===== src/rtl/aes_to_tx.sv =====
// aes_to_tx: serialises a 128-bit AES block as 16 back-to-back 8N1 UART frames,
// byte 0 first, followed by a one-cycle done pulse in the first idle cycle.
module aes_to_tx #(
    parameter int CLKS_PER_BIT = 434
) (
    input  logic         clk,
    input  logic         rst_tx,
    input  logic [127:0] data,
    input  logic         load_tx,
    output logic         ready_tx,
    output logic         sig_tx,
    output logic [7:0]   tx_byte,
    output logic         done_tx
);
    localparam int BAUD_W = (CLKS_PER_BIT > 1) ? $clog2(CLKS_PER_BIT) : 1;
    localparam logic [BAUD_W-1:0] BAUD_LAST = BAUD_W'(CLKS_PER_BIT - 1);

    typedef enum logic [1:0] {
        IDLE  = 2'd0,
        START = 2'd1,
        DATA  = 2'd2,
        STOP  = 2'd3
    } state_t;

    state_t             state_q, state_d;
    logic [BAUD_W-1:0]  baud_q, baud_d;
    logic [2:0]         bit_idx_q, bit_idx_d;
    logic [3:0]         byte_cnt_q, byte_cnt_d;
    logic [127:0]       hold_q, hold_d;
    logic [7:0]         tx_byte_q, tx_byte_d;
    logic               sig_q, sig_d;
    logic               done_q, done_d;
    logic               bit_end;
    logic [3:0]         byte_nxt;
    logic [2:0]         bit_nxt;

    assign bit_end  = (baud_q == BAUD_LAST);
    assign byte_nxt = byte_cnt_q + 4'd1;
    assign bit_nxt  = bit_idx_q + 3'd1;

    always_ff @(posedge clk or negedge rst_tx) begin
        if (!rst_tx) begin
            state_q <= IDLE;
        end else begin
            state_q <= state_d;
        end
    end

    always_comb begin
        state_d = state_q;
        case (state_q)
            IDLE:    if (load_tx) state_d = START;
            START:   if (bit_end) state_d = DATA;
            DATA:    if (bit_end && (bit_idx_q == 3'd7)) state_d = STOP;
            STOP:    if (bit_end) state_d = (byte_cnt_q == 4'd15) ? IDLE : START;
            default: state_d = IDLE;
        endcase
    end

    // Next values of the registered outputs and datapath; sig_tx is always a flop output.
    always_comb begin
        ready_tx   = (state_q == IDLE);
        baud_d     = ((state_q == IDLE) || bit_end) ? '0 : baud_q + 1'b1;
        bit_idx_d  = bit_idx_q;
        byte_cnt_d = byte_cnt_q;
        hold_d     = hold_q;
        tx_byte_d  = tx_byte_q;
        sig_d      = sig_q;
        done_d     = 1'b0;
        case (state_q)
            IDLE: begin
                sig_d = 1'b1;
                if (load_tx) begin
                    hold_d     = data;
                    tx_byte_d  = data[7:0];
                    byte_cnt_d = 4'd0;
                    bit_idx_d  = 3'd0;
                    sig_d      = 1'b0;
                end
            end
            START: begin
                if (bit_end) begin
                    bit_idx_d = 3'd0;
                    sig_d     = tx_byte_q[0];
                end
            end
            DATA: begin
                if (bit_end) begin
                    if (bit_idx_q == 3'd7) begin
                        sig_d = 1'b1;
                    end else begin
                        bit_idx_d = bit_nxt;
                        sig_d     = tx_byte_q[bit_nxt];
                    end
                end
            end
            STOP: begin
                if (bit_end) begin
                    if (byte_cnt_q == 4'd15) begin
                        done_d = 1'b1;
                        sig_d  = 1'b1;
                    end else begin
                        byte_cnt_d = byte_nxt;
                        tx_byte_d  = hold_q[{byte_nxt, 3'b000} +: 8];
                        sig_d      = 1'b0;
                    end
                end
            end
            default: begin
                sig_d = 1'b1;
            end
        endcase
    end

    always_ff @(posedge clk or negedge rst_tx) begin
        if (!rst_tx) begin
            baud_q     <= '0;
            bit_idx_q  <= 3'd0;
            byte_cnt_q <= 4'd0;
            hold_q     <= '0;
            tx_byte_q  <= 8'h00;
            sig_q      <= 1'b1;
            done_q     <= 1'b0;
        end else begin
            baud_q     <= baud_d;
            bit_idx_q  <= bit_idx_d;
            byte_cnt_q <= byte_cnt_d;
            hold_q     <= hold_d;
            tx_byte_q  <= tx_byte_d;
            sig_q      <= sig_d;
            done_q     <= done_d;
        end
    end

    assign sig_tx  = sig_q;
    assign tx_byte = tx_byte_q;
    assign done_tx = done_q;

endmodule


===== config.mk =====
export PLATFORM = sky130hd
export DESIGN_NAME = aes_to_tx
export DESIGN_NICKNAME = d
export VERILOG_FILES = /design/src/rtl/aes_to_tx.sv
export SDC_FILE = /design/constraint.sdc
export NUM_CORES = 1
export LEC_CHECK = 0
export BUFFER_PORTS_ARGS = -buffer_cell sky130_fd_sc_hd__clkbuf_2
export CAP_MARGIN = 10
export CORE_MARGIN = 10
export CORE_UTILIZATION = 46
export CTS_BUF_LIST = sky130_fd_sc_hd__clkbuf_8
export DETAILED_ROUTE_END_ITERATION = 12
export PLACE_DENSITY_LB_ADDON = 0.2
export SYNTH_ARGS = -nofsm -noshare
export SYNTH_HDL_FRONTEND = slang
export SYNTH_SLANG_ARGS = --single-unit

===== constraint.sdc =====
create_clock -name clk -period 2.1 [get_ports clk]
set_clock_uncertainty 0.15 [all_clocks]
set_input_delay 0.21 -clock clk [delete_from_list [all_inputs] [get_ports clk]]
set_output_delay 0.21 -clock clk [all_outputs]
set_load 0.03 [all_outputs]

# Word level (Yosys, flattened, before mapping)
# Cells that the tools add are included.
# W data, S select, Z words.
[totals]
latchBits = 0
inputBits = 131
ff_bits = 156
memories = 0
rom_bits = 0
ramBits = 0
[op_classes]
shifts = 1
muxes = 31
n_eq_ne = 13
mul = 0
div_mod_pow = 0
bitwise = 0
magnitude_cmp = 1
add_sub_neg = 3
reduce_logical = 10
[op_table]
columns = ["cell", "count"]
rows = [
  ["$shiftx A128 B8 Y8", 1],
  ["$mux W8", 3],
  ["$pmux W8 S2", 1],
  ["$ne A2 B2 Y1 const B", 7],
  ["$mux W3", 4],
  ["$mux W4", 3],
  ["$mux W1", 10],
  ["$add A9 B1 Y9 const B", 1],
  ["$eq A9 B9 Y1 const B", 1],
  ["$mux W9", 1],
  ["$pmux W3 S3", 1],
  ["$mux W2", 4],
  ["$pmux W2 S4", 1],
  ["$pmux W4 S2", 1],
  ["$reduce_and A4 Y1", 2],
  ["$reduce_and A5 Y1", 1],
  ["$add A4 B1 Y4 const B", 1],
  ["$eq A2 B2 Y1 const B", 2],
  ["$eq A4 B4 Y1 const B", 1],
  ["$lt A3 B4 Y1 const B", 1],
  ["$pmux W1 S4", 1],
  ["$add A3 B1 Y3 const B", 1],
  ["$bmux W1 S3", 1],
  ["$eq A3 B3 Y1 const B", 1],
  ["8 further kinds", 8],
]

# Longest topological paths before layout
[logic_depth]
word_depth = 6
depth_mapped = 8
depth_no_buf = 7

# Least setup slack after synthesis
# No wires, ideal clock.
[synth_path]
path_kind = "register to register"
startpoint = "reg byte_cnt_q[1]"
endpoint = "reg tx_byte_q[5], in the netlist tx_byte[5]"
n_path_buf = 2
path_stages_with_launch = 8
path_slack_ns = -0.195
setup_time_ns = 0.125
synth_period_minus_slack_ns = 2.295
arrival_ns = 2.020
cell_sequence = "dfrtp_1 -> ha_1 -> clkbuf_1 -> buf_2 -> mux4_2 -> mux4_2 -> mux2i_1 -> a21oi_1"
[synth_between]
elab_chain_len = 5
word_cells_on_any_way = 8
[synth_lines]
columns = ["element", "line", "text"]
rows = [
  ["start, declared", "28", "logic [3:0] byte_cnt_q, byte_cnt_d;"],
  ["start signal, assigned", "127", "byte_cnt_q <= byte_cnt_d;"],
  ["$add A4 B1 Y4", "38", "assign byte_nxt = byte_cnt_q + 4'd1;"],
  ["$shiftx A128 B8 Y8", "104", "tx_byte_d = hold_q[{byte_nxt, 3'b000} +: 8];"],
  ["$mux W8", "99", "if (byte_cnt_q == 4'd15) begin"],
  ["$mux W8", "98", "if (bit_end) begin"],
  ["$pmux W8 S2", "70", "case (state_q)"],
  ["end signal, assigned", "129", "tx_byte_q <= tx_byte_d;"],
  ["end, declared", "30", "logic [7:0] tx_byte_q, tx_byte_d;"],
]
# Several ways; a longest one is shown, not always the timed one. The select of a mux whose other input is x is not followed.
# A chain may end at the register's enable or synchronous reset.

# Final worst setup path
[layout_path]
startpoint = "reg byte_cnt_q[0]"
endpoint = "reg tx_byte_q[5], in the netlist tx_byte[5]"
# Same word-level chain as after synthesis.

==> metrics <==
grt met2 use 32.73%; DRT antenna net count 0; Initial Util 47.36%; failing checks setup timing; fin nets 930; CP cell instances ha_4 > buf_6 > mux4_2 > mux4_2 > mux2i_1 > a21oi_1; FP Rows 45; Final setup viols 1; Synthesis Warnings 0; area delta synth->final 41.54%; vias in the first global route 5,872; Mapped Cells 496; CTS Buf Count 17; critical path's largest stage delay 460 ps; CP required around 2300 ps; CTS root buf clkbuf_8; register bit total from synthesis 156; Critical Path Fanout Max 5; mapped cell area 7279 µm²; P per Cell Area about 570 nW/µm²; DRC viols 0; DR WL/cell 20.24 µm; die height ~150 µm; number of placed cells counting well taps 844; drt total wl 20.52 mm; initial DRC count 232; Critical Path AT 2350 ps; most numerous cell on the critical path mux4_2; Slew Viols, Final 0; minimum clock period 2146 ps; Die X approximately 150 µm; Max Cap Viol 0; Via density 5.253; IO Port Bufs 141; slowest CP cell dfrtp_2; HP Class in -> async; Filler Cells Inserted 1,103; Worst VDD drop 0.4529 mV; initial antenna violation count 1; startpoint types flop; part of the cycle the worst path needs 102.2%; Distinct cells, synth 44; register area share after synthesis between 50 and 60%; grt ovf 0; grt peak-use layer met2; GPL Wtd Cong 0.8309; CP endpoint kind flop; Max Root-Sink Buffers 2; io pins 142; fmax 466.0 MHz; Clk Latency, worst-skew pair about 480 ps; syn_area_per_cell approximately 15 µm²; Fin. Hold Viols 0; Slew HR around two thirds; first-pass GRT wire length 32.20 mm; Reg clk slew, reported paths 100 ps; M1 GR Usage 22.82%; worst setup margin -45.73 ps; clock sinks 156; share of layout cells above drive strength 1 50.37%; M3 GR Usage a little over 5%; DIE AREA about 21,000 µm²; Post-DP HPWL about 14 mm; DR pass1 iterations 4; leakage 5.107 nW; Vias 5,327; Syn Nets 637; largest net degree at the start of global routing just under 100; fin cells 1,014; area of the core 15,370 µm²; CTS H-tree lvls 4; gr usage total 19.34%; RSZ-0062 raised after global routing yes; CTS tree done; status finished, violations left; Setup CP Type reg -> reg; Slew @ Worst Pin 520.3 ps; total power 5.868 mW
==> kinds of logic (layout without fill, tap and decap cells) <==
kind of cell / after synthesis / after routing / share of synthesized area, %
compound gates: 41 / 41 / 3.386
fa+ha+maj: 10 / 10 / 1.719
mux: 184 / 184 / 33.69
other cells: 0 / 1 / 0
simple gates: 60 / 60 / 4.332
buf+inv: 36 / 342 / 2.045
flops: 156 / 156 / 53.64
xor+xnor: 9 / 9 / 1.186
==> cells in the final DEF (no fill, tap or decap), drive strengths merged, types with 3 or more instances in the layout <==
master	synthesis	final
clkbuf	21	158
dfrtp	155	155
mux2	145	145
dlygate4sd3	0	131
mux4	34	34
buf	8	32
nand2	21	21
o21ai	20	20
nor2	15	15
inv	7	13
ha	10	10
nand3	7	7
o22ai	7	7
a21oi	6	6
xor2	5	5
mux2i	5	5
xnor2	4	4
nand4	3	3
bufinv	0	3
clkinv	0	3
==> metal layers <==
layer	up-vias	part of all wire [%]	routed length, µm
li1	2416	-	-
met1	2691	40	8305
met2	176	52	10650
met3	44	4.7	956
met4	0	3.0	607
met5	-	0	0
==> Yosys cell counts (all sizes together) <==
master,n,area (µm²)
a21o,2,15.01
a21oi,6,30.03
a22o,1,8.760
a2bb2oi,1,15.01
a32o,1,10.01
and2b,1,8.760
and3,1,7.510
and4,2,18.77
buf,8,43.78
clkbuf,21,78.83
dfrtp,155,3879
dfstp,1,26.28
ha,10,125.1
inv,7,26.28
mux2,145,1637
mux2i,5,50.05
mux4,34,765.7
nand2,21,78.83
nand2b,2,12.51
nand3,7,35.03
nand4,3,18.77
nor2,15,63.81
nor2b,1,6.260
nor3,2,21.27
nor4b,1,8.760
o21ai,20,100.1
o22a,1,8.760
o22ai,7,43.79
o31ai,2,15.01
or2,2,15.02
or3,1,6.260
or4b,1,13.76
xnor2,4,35.03
xor2,5,51.30
==> per-stage QoR <==
stage | setup slack [ps] | utilization (%) | TNS, ps | hold WS, ps | instance area, µm²
floorplan | -109.7 | - | -11570 | -235.6 | 7287
global placement | -59.00 | 54.77 | -331.5 | -146.4 | 8419
detailed placement | -117.2 | 54.77 | -564.7 | -144.7 | 8419
CTS | 1.576 | 66.30 | 0 | 149.0 | 10190
global route | -89.80 | 67.03 | -197.8 | 177.4 | 10300
finish | -45.73 | 67.03 | -45.73 | 150.1 | 10300
==> flip-flops by register name (all words and copies together), names as in the netlist <==
| name | flops |
|---|---|
| hold_q | 128 |
| baud_q | 9 |
| tx_byte | 8 |
| byte_cnt_q | 4 |
| bit_idx_q | 3 |
| state_q | 2 |
| done_tx | 1 |
| sig_tx | 1 |
==> what timing repair did <==
item	CTS	global route
setup buffers	0	6
hold endpoints to repair	291	0
pin swaps	0	2
setup endpoints to repair	8	12
resized for setup	6	18
gates cloned	0	0
hold buffers	131	0
==> where the power goes <==
group,switching [mW],total [mW],internal [mW]
logic,0.157,0.415,0.258
clock network,1.22,2.45,1.23
registers,0,3.00,3.00
total,1.38,5.87,4.49
==> critical path: cells and delay by family (launching register included) <==
kind | cells | cell delay, ps
buffers and inverters | 1 | 130
flip-flops | 1 | 460
multiplexers | 3 | 890
AO/OA/AOI/OAI | 1 | 80
adder cells (fa/ha/maj) | 1 | 330
==> cell type report <==
cell class / instances / area, µm² / area share (%)
Clock inverter: 14 / 183.9 / 1.785
Clock buffer: 18 / 247.7 / 2.404
Antenna cell: 1 / 2.502 / 0.02429
Timing Repair Buffer: 303 / 2379 / 23.08
Multi-Input combinational cell: 304 / 3293 / 31.96
Tap cell: 211 / 264.0 / 2.562
Inverter: 7 / 26.28 / 0.2550
Sequential cell: 156 / 3908 / 37.92
==> final timing paths <==
check / endpoint / start / depth (start not counted) / slack, ps
worst max register to register: tx_byte[5]$_DFFE_PN0P_ / byte_cnt_q[0]$_DFFE_PN0P_ / 6 / -50
min in group clk: sig_tx$_DFFE_PN1P_ / sig_tx$_DFFE_PN1P_ / 2 / 330
worst min-delay path: hold_q[70]$_DFFE_PN0P_ / rst_tx / 3 / 150
max in group asynchronous: hold_q[106]$_DFFE_PN0P_ / rst_tx / 3 / 1120
worst min register to register: sig_tx$_DFFE_PN1P_ / sig_tx$_DFFE_PN1P_ / 2 / 330
worst max-delay path: tx_byte[5]$_DFFE_PN0P_ / byte_cnt_q[0]$_DFFE_PN0P_ / 6 / -50
Note: power is estimated with default switching activity, not from simulation.
